==> config.mk <==
export PLATFORM = sky130hd
export DESIGN_NAME = pc_ir_unit_flat
export DESIGN_NICKNAME = d
export VERILOG_FILES = /design/src/rtl/pc_ir_unit_pkg.sv /design/src/rtl/pc_ir_unit_if.sv /design/src/rtl/pc_ir_unit_branch_cond_eval.sv /design/src/rtl/pc_ir_unit.sv /design/src/flat_wrapper.sv
export SDC_FILE = /design/constraint.sdc
export NUM_CORES = 1
export LEC_CHECK = 0
export CORE_ASPECT_RATIO = 0.6
export CORE_MARGIN = 2
export CORE_UTILIZATION = 56
export DETAILED_ROUTE_END_ITERATION = 10
export DONT_BUFFER_PORTS = 1
export PLACE_DENSITY = 0.74
export SLEW_MARGIN = 40
export SYNTH_ARGS = -nofsm -noshare
export SYNTH_HDL_FRONTEND = slang
export SYNTH_HIERARCHICAL = 1
export SYNTH_SLANG_ARGS = --single-unit
==> constraint.sdc <==
create_clock -name Clk -period 2 [get_ports Clk]
set_clock_uncertainty 0.2 [all_clocks]
set_input_delay 0.3 -clock Clk [delete_from_list [all_inputs] [get_ports Clk]]
set_output_delay 0.3 -clock Clk [all_outputs]
set_load 0.02 [all_outputs]
==> src/rtl/pc_ir_unit_pkg.sv <==
`default_nettype none
// ============================================================================
// Module : cpu_ctrl_pkg
// Purpose: Encodings shared by the multicycle controller and pc_ir_unit.
//          Holds the BranchCond and PCSource codes and the bit positions of
//          the instruction fields.
// Ports  : none (package)
// Rev    : 1.0  initial release
// ============================================================================
package cpu_ctrl_pkg;

  typedef enum logic [1:0] {
    BR_EQ  = 2'b00,
    BR_NE  = 2'b01,
    BR_LTZ = 2'b10,
    BR_GTZ = 2'b11
  } br_cond_e;

  typedef enum logic [1:0] {
    PCS_ALU    = 2'b00,
    PCS_ALUOUT = 2'b01,
    PCS_JUMP   = 2'b10,
    PCS_HOLD   = 2'b11
  } pc_src_e;

  localparam int OP_MSB  = 31;
  localparam int OP_LSB  = 26;
  localparam int RS_MSB  = 25;
  localparam int RS_LSB  = 21;
  localparam int RT_MSB  = 20;
  localparam int RT_LSB  = 16;
  localparam int RD_MSB  = 15;
  localparam int RD_LSB  = 11;
  localparam int IMM_MSB = 15;
  localparam int TGT_MSB = 25;

endpackage
`default_nettype wire

==> src/rtl/pc_ir_unit_if.sv <==
`default_nettype none
// ============================================================================
// Module : pc_ir_unit_if
// Purpose: Bundle between the controller/datapath and pc_ir_unit.
//          master: drives sequencing strobes, memory/ALU data and flags;
//                  receives PC, decoded fields, MDR/ALUOut, counters.
//          slave : pc_ir_unit side.
// Ports  : PCWrite, PCWriteCond, BranchCond[1:0], PCSource[1:0], IRWrite,
//          MemData, ALUResult, Zero, Negative (to slave);
//          PC, opcode, rs, rt, rd, imm16, target26, MDR, ALUOut,
//          InstrCount, PCMisalign (from slave)
// Rev    : 1.0  initial release
// ============================================================================
interface pc_ir_unit_if #(
  parameter int DATA_W = 32
);
  logic              PCWrite;
  logic              PCWriteCond;
  logic [1:0]        BranchCond;
  logic [1:0]        PCSource;
  logic              IRWrite;
  logic [DATA_W-1:0] MemData;
  logic [DATA_W-1:0] ALUResult;
  logic              Zero;
  logic              Negative;

  logic [DATA_W-1:0] PC;
  logic [5:0]        opcode;
  logic [4:0]        rs;
  logic [4:0]        rt;
  logic [4:0]        rd;
  logic [15:0]       imm16;
  logic [25:0]       target26;
  logic [DATA_W-1:0] MDR;
  logic [DATA_W-1:0] ALUOut;
  logic [31:0]       InstrCount;
  logic              PCMisalign;

  modport master (
    output PCWrite, PCWriteCond, BranchCond, PCSource, IRWrite,
           MemData, ALUResult, Zero, Negative,
    input  PC, opcode, rs, rt, rd, imm16, target26, MDR, ALUOut,
           InstrCount, PCMisalign
  );

  modport slave (
    input  PCWrite, PCWriteCond, BranchCond, PCSource, IRWrite,
           MemData, ALUResult, Zero, Negative,
    output PC, opcode, rs, rt, rd, imm16, target26, MDR, ALUOut,
           InstrCount, PCMisalign
  );
endinterface
`default_nettype wire

==> src/rtl/pc_ir_unit_branch_cond_eval.sv <==
`default_nettype none
// ============================================================================
// Module : branch_cond_eval
// Purpose: Combinational branch condition decode from the ALU flags.
// Ports  : BranchCond[1:0] in  condition select (EQ/NE/LTZ/GTZ)
//          Zero           in  ALU result == 0
//          Negative       in  ALU result sign
//          cond_true      out selected condition holds
// Rev    : 1.0  initial release
// ============================================================================
module branch_cond_eval
  import cpu_ctrl_pkg::*;
(
  input  logic [1:0] BranchCond,
  input  logic       Zero,
  input  logic       Negative,
  output logic       cond_true
);

  always_comb begin
    cond_true = 1'b0;
    case (br_cond_e'(BranchCond))
      BR_EQ:   cond_true = Zero;
      BR_NE:   cond_true = ~Zero;
      BR_LTZ:  cond_true = Negative;
      BR_GTZ:  cond_true = ~Negative & ~Zero;
      default: cond_true = 1'b0;
    endcase
  end

endmodule
`default_nettype wire

==> src/rtl/pc_ir_unit.sv <==
`default_nettype none
// ============================================================================
// Module : pc_ir_unit
// Purpose: Multicycle datapath state: PC, IR, MDR, ALUOut, fetched-instruction
//          counter and sticky PC-misalignment flag. Decoded IR fields are
//          pure slices of the IR, so every output is registered.
// Ports  : Clk   in  rising-edge clock
//          Reset in  synchronous, active-high
//          bus   slave modport of pc_ir_unit_if (strobes, data, outputs)
// Rev    : 1.0  initial release
// ============================================================================
module pc_ir_unit
  import cpu_ctrl_pkg::*;
#(
  parameter int          DATA_W   = 32,
  parameter logic [31:0] PC_RESET = 32'h0000_0000
) (
  input logic         Clk,
  input logic         Reset,
  pc_ir_unit_if.slave bus
);

  logic [DATA_W-1:0] pc_q,     pc_d;
  logic [DATA_W-1:0] ir_q,     ir_d;
  logic [DATA_W-1:0] mdr_q;
  logic [DATA_W-1:0] alu_out_q;
  logic [31:0]       icnt_q,   icnt_d;
  logic              misal_q,  misal_d;

  logic              cond_true;
  logic              pc_update;
  logic [DATA_W-1:0] next_pc;

  branch_cond_eval u_branch_cond_eval (
    .BranchCond (bus.BranchCond),
    .Zero       (bus.Zero),
    .Negative   (bus.Negative),
    .cond_true  (cond_true)
  );

  // PCWrite alone is sufficient, so it overrides a false branch condition.
  assign pc_update = bus.PCWrite | (bus.PCWriteCond & cond_true);

  always_comb begin
    next_pc = pc_q;
    case (pc_src_e'(bus.PCSource))
      PCS_ALU:    next_pc = bus.ALUResult;
      PCS_ALUOUT: next_pc = alu_out_q;
      PCS_JUMP:   next_pc = {pc_q[DATA_W-1:DATA_W-4], ir_q[TGT_MSB:0], 2'b00};
      default:    next_pc = pc_q;
    endcase
  end

  always_comb begin
    pc_d    = pc_q;
    ir_d    = ir_q;
    icnt_d  = icnt_q;
    misal_d = misal_q;
    if (pc_update) begin
      // The PC itself is always word aligned; low bits only feed the flag.
      pc_d = {next_pc[DATA_W-1:2], 2'b00};
      if ((pc_src_e'(bus.PCSource) != PCS_HOLD) && (next_pc[1:0] != 2'b00)) begin
        misal_d = 1'b1;
      end
    end
    if (bus.IRWrite) begin
      ir_d   = bus.MemData;
      icnt_d = icnt_q + 32'd1;
    end
  end

  always_ff @(posedge Clk) begin
    if (Reset) begin
      pc_q      <= PC_RESET[DATA_W-1:0];
      ir_q      <= '0;
      mdr_q     <= '0;
      alu_out_q <= '0;
      icnt_q    <= '0;
      misal_q   <= 1'b0;
    end else begin
      pc_q      <= pc_d;
      ir_q      <= ir_d;
      mdr_q     <= bus.MemData;
      alu_out_q <= bus.ALUResult;
      icnt_q    <= icnt_d;
      misal_q   <= misal_d;
    end
  end

  assign bus.PC         = pc_q;
  assign bus.opcode     = ir_q[OP_MSB:OP_LSB];
  assign bus.rs         = ir_q[RS_MSB:RS_LSB];
  assign bus.rt         = ir_q[RT_MSB:RT_LSB];
  assign bus.rd         = ir_q[RD_MSB:RD_LSB];
  assign bus.imm16      = ir_q[IMM_MSB:0];
  assign bus.target26   = ir_q[TGT_MSB:0];
  assign bus.MDR        = mdr_q;
  assign bus.ALUOut     = alu_out_q;
  assign bus.InstrCount = icnt_q;
  assign bus.PCMisalign = misal_q;

endmodule
`default_nettype wire

==> src/flat_wrapper.sv <==
// flat-port wrapper written by rule: the top's interface ports become plain ports
module pc_ir_unit_flat import cpu_ctrl_pkg::*;
#(
  parameter int          DATA_W   = 32,
  parameter logic [31:0] PC_RESET = 32'h0000_0000
)
  (Clk, Reset, bus_PCWrite, bus_PCWriteCond, bus_BranchCond, bus_PCSource, bus_IRWrite, bus_MemData, bus_ALUResult, bus_Zero, bus_Negative, bus_PC, bus_opcode, bus_rs, bus_rt, bus_rd, bus_imm16, bus_target26, bus_MDR, bus_ALUOut, bus_InstrCount, bus_PCMisalign);
  pc_ir_unit_if #(.DATA_W(DATA_W)) bus_i ();
  input logic Clk;
  input logic Reset;
  input wire logic [$bits(bus_i.PCWrite)-1:0] bus_PCWrite;
  input wire logic [$bits(bus_i.PCWriteCond)-1:0] bus_PCWriteCond;
  input wire logic [$bits(bus_i.BranchCond)-1:0] bus_BranchCond;
  input wire logic [$bits(bus_i.PCSource)-1:0] bus_PCSource;
  input wire logic [$bits(bus_i.IRWrite)-1:0] bus_IRWrite;
  input wire logic [$bits(bus_i.MemData)-1:0] bus_MemData;
  input wire logic [$bits(bus_i.ALUResult)-1:0] bus_ALUResult;
  input wire logic [$bits(bus_i.Zero)-1:0] bus_Zero;
  input wire logic [$bits(bus_i.Negative)-1:0] bus_Negative;
  output wire logic [$bits(bus_i.PC)-1:0] bus_PC;
  output wire logic [$bits(bus_i.opcode)-1:0] bus_opcode;
  output wire logic [$bits(bus_i.rs)-1:0] bus_rs;
  output wire logic [$bits(bus_i.rt)-1:0] bus_rt;
  output wire logic [$bits(bus_i.rd)-1:0] bus_rd;
  output wire logic [$bits(bus_i.imm16)-1:0] bus_imm16;
  output wire logic [$bits(bus_i.target26)-1:0] bus_target26;
  output wire logic [$bits(bus_i.MDR)-1:0] bus_MDR;
  output wire logic [$bits(bus_i.ALUOut)-1:0] bus_ALUOut;
  output wire logic [$bits(bus_i.InstrCount)-1:0] bus_InstrCount;
  output wire logic [$bits(bus_i.PCMisalign)-1:0] bus_PCMisalign;
  assign bus_i.PCWrite = bus_PCWrite;
  assign bus_i.PCWriteCond = bus_PCWriteCond;
  assign bus_i.BranchCond = bus_BranchCond;
  assign bus_i.PCSource = bus_PCSource;
  assign bus_i.IRWrite = bus_IRWrite;
  assign bus_i.MemData = bus_MemData;
  assign bus_i.ALUResult = bus_ALUResult;
  assign bus_i.Zero = bus_Zero;
  assign bus_i.Negative = bus_Negative;
  assign bus_PC = bus_i.PC;
  assign bus_opcode = bus_i.opcode;
  assign bus_rs = bus_i.rs;
  assign bus_rt = bus_i.rt;
  assign bus_rd = bus_i.rd;
  assign bus_imm16 = bus_i.imm16;
  assign bus_target26 = bus_i.target26;
  assign bus_MDR = bus_i.MDR;
  assign bus_ALUOut = bus_i.ALUOut;
  assign bus_InstrCount = bus_i.InstrCount;
  assign bus_PCMisalign = bus_i.PCMisalign;
  pc_ir_unit #(.DATA_W(DATA_W), .PC_RESET(PC_RESET)) u_core (.Clk(Clk), .Reset(Reset), .bus(bus_i));
endmodule
==> metrics <==
Lkg Pwr=3.46 nW; Cell Area, Placed=0.00651 sq mm; Rows=29; reg2reg start=u_core/bus.InstrCount[6]; initial antenna violation count=0; hold_sp=bus_ALUResult[30]; first-pass GRT wire length=29600 microns; clock-pin slew on the worst setup and hold paths=70 ps; Hold EP=u_core/bus.PC[30]; post-route cell area=0.00830 sq mm; Net Sw Frac=27.1%; reg2reg path depth=4; number of unique standard cell types used by synthesis=32; Slew HR=63.6%; Max Slew Vio Count=0; status=finished with violations; fin crit period=2000 ps; die width=141 microns; sequential area share after synthesis=50.8%; HP Class=primary input to register; Tightest Pin Transition=545 ps; CTS tree=yes; CP arrival=2100 ps; top-area cell type share of the netlist area=50.8%; H-tree Lvls=4; GPL Wtd Cong=0.865; Clk network pwr share=42.0%; final worst setup slack=-0.920 ps; Ant. Diodes=0; Pint=5.46 mW; Final nets=847; core box area=0.0107 sq mm; mean number of vias per cell=5.82; ratio of final minimum period to clock period=100%; Crit path buffers/inverters=0; VDD IR max=724 uV; Initial Utilization=58.4%; Tot GR Track Use=31.2%; worst setup path category=register to register; startpoint types=register; yosys warns=6; CP max-delay cell=or4_4; Final setup viols=1; max-cap viol count=0; FF-to-FF End=u_core/bus.InstrCount[29]; Crit. End Element=register; number of global-route vias before repair=5561; crit-path max FO=12; CP max stage delay=630 ps; PortBufs=0; Hold Crit Depth=4; mapped cell area=0.00627 sq mm; Flop pwr share=49.1%; Post-Synthesis Cells=665; Peak Freq=500 MHz; first-pass iteration count of the detailed router=5; maximum clock path buffer count=2; Area contributors post-synth=dfxtp_1 (51%), mux2i_1 (10%), nor2b_1 (7.0%); total grt overflow=0; layout cells sized above 1=15.7%; Iteration-0 DRC Markers=346; Routed Antenna Nets=0; violated checks=setup timing; combinational power share=8.9%; unrepaired setup endpoints after global routing=true; largest net degree at the start of global routing=93; most frequent cells in the layout=dfxtp_1 (141), dlygate4sd3_1 (112), nor2_1 (109); Die Area=0.0121 sq mm; delay-heaviest family, CP=simple AND/OR/NAND/NOR gates; CTS buffer count=17; Via Count=5369; dpl hpwl=10500 microns; post-placement setup slack=-40.0 ps; Synth Area per Inst=9.43 sq um; CP Cell Sequence=nand4_4, or4_4, nor3_2, mux2_4; drt total wl=19300 microns; Clk Latency, worst-skew pair=410 ps; most common cell after layout, fill and taps aside=dfxtp_1; area leader, netlist=dfxtp_1; final hold violation count=0; DRC=0; #FFs+latches synth=159; sw power=2.03 mW; I/O Pins=267; clock sinks=159; Power Density=901 mW/mm^2; Critical Path RT=2090 ps; Reg2Reg Setup Slack=-0.9 ps; wire per inst=20.9 microns; Die H=86.0 microns; root cell of the clock tree=clkbuf_16; Layout area overhead=32.5%
## kinds of logic after synthesis
kind of cell | after synthesis | share of synthesized area (%)
buf+inv | 79 | 6.83
flops | 159 | 50.8
simple gates | 256 | 20.8
xor+xnor | 14 | 1.96
other cells | 1 | 0.0598
fa+ha+maj | 1 | 0.200
mux | 68 | 11.0
compound gates | 87 | 8.42
## synth_stat cells, drive strengths merged
cell type / count
a211oi: 28
a21oi: 46
and2: 2
and3: 3
and4: 2
buf: 48
clkbuf: 29
conb: 1
dfxtp: 159
ha: 1
inv: 2
mux2: 5
mux2i: 63
nand2: 15
nand3: 9
nand4: 10
nor2: 109
nor2b: 70
nor3: 10
nor4: 8
o21ai: 4
o31ai: 9
or2: 3
or3: 4
or4: 11
xnor2: 9
xor2: 5
## registers in the layout, indices dropped and copies added (netlist names)
register and cells:
u_core/bus.InstrCount 32, u_core/bus.PC 30, u_core/bus.MDR 32, u_core/bus.PCMisalign 1, u_core/bus.ALUOut 32, u_core/ir_q 32
## power by group through the flow
stage          Clock, mW  Sequential, mW  Combinational, mW
6_report            3.15            3.67              0.663
3_5_place_dp           0            3.74              0.401
5_1_grt             3.30            3.69              0.712
2_1_floorplan          0            3.68              0.461
4_1_cts             3.14            3.67              0.620
3_3_place_gp           0            3.73              0.387
## worst register-to-register path, stage by stage (launching register included)
cell and delay [ps]:
dfxtp_4 380, nand4_4 110, or4_4 630, nor3_2 250, mux2_4 310
## metrics by stage
| step | hold slack, ps | total power, mW | instances | utilization [%] | TNS, ps |
|---|---|---|---|---|---|
| 2_1_floorplan | 228 | 4.14 | 666 | - | -35.1 |
| 3_3_place_gp | 182 | 4.12 | 774 | 60.6 | 0 |
| 3_5_place_dp | 186 | 4.14 | 774 | 60.6 | -109 |
| 4_1_cts | 40.2 | 7.43 | 920 | 76.8 | -3.48 |
| 5_1_grt | 44.5 | 7.70 | 923 | 77.3 | -266 |
| 6_report | 43.3 | 7.48 | 923 | 77.3 | -0.920 |
## what timing repair did
action / CTS / global route
buffers inserted: 0 / 3
pin swaps: 0 / 2
hold buffers: 114 / 0
resized for setup: 1 / 7
setup endpoints to repair: 6 / 17
endpoints found under the hold margin: 159 / 0
## metal layers
metal  wire length, microns  share of wire, %  GRT usage [%]
met1                   7430                39           35.3
met2                   9410                49           54.1
met3                   2020                11           12.0
met4                    390               2.0           11.8
met5                      0                 0              0
## worst max-delay path by stage
stage                                        start                        end  cells past startpoint
after global placement    u_core/bus.InstrCount[1]  u_core/bus.InstrCount[26]                      5
after global routing      u_core/bus.InstrCount[6]  u_core/bus.InstrCount[31]                      4
after floorplan           u_core/bus.InstrCount[6]  u_core/bus.InstrCount[31]                      5
final                     u_core/bus.InstrCount[6]  u_core/bus.InstrCount[29]                      4
after detailed placement  u_core/bus.InstrCount[1]  u_core/bus.InstrCount[24]                      5
after CTS                 u_core/bus.InstrCount[1]  u_core/bus.InstrCount[29]                      5
## final cells by class
type,instances,area [sq um]
fill,657,2440
clock buffer,19,443
clock inverter,13,129
timing repair buffer,163,1570
inverter,2,7.51
sequential,159,3240
tap,139,174
multi-input combinational,428,2740
Note: power is estimated with default switching activity, not from simulation.
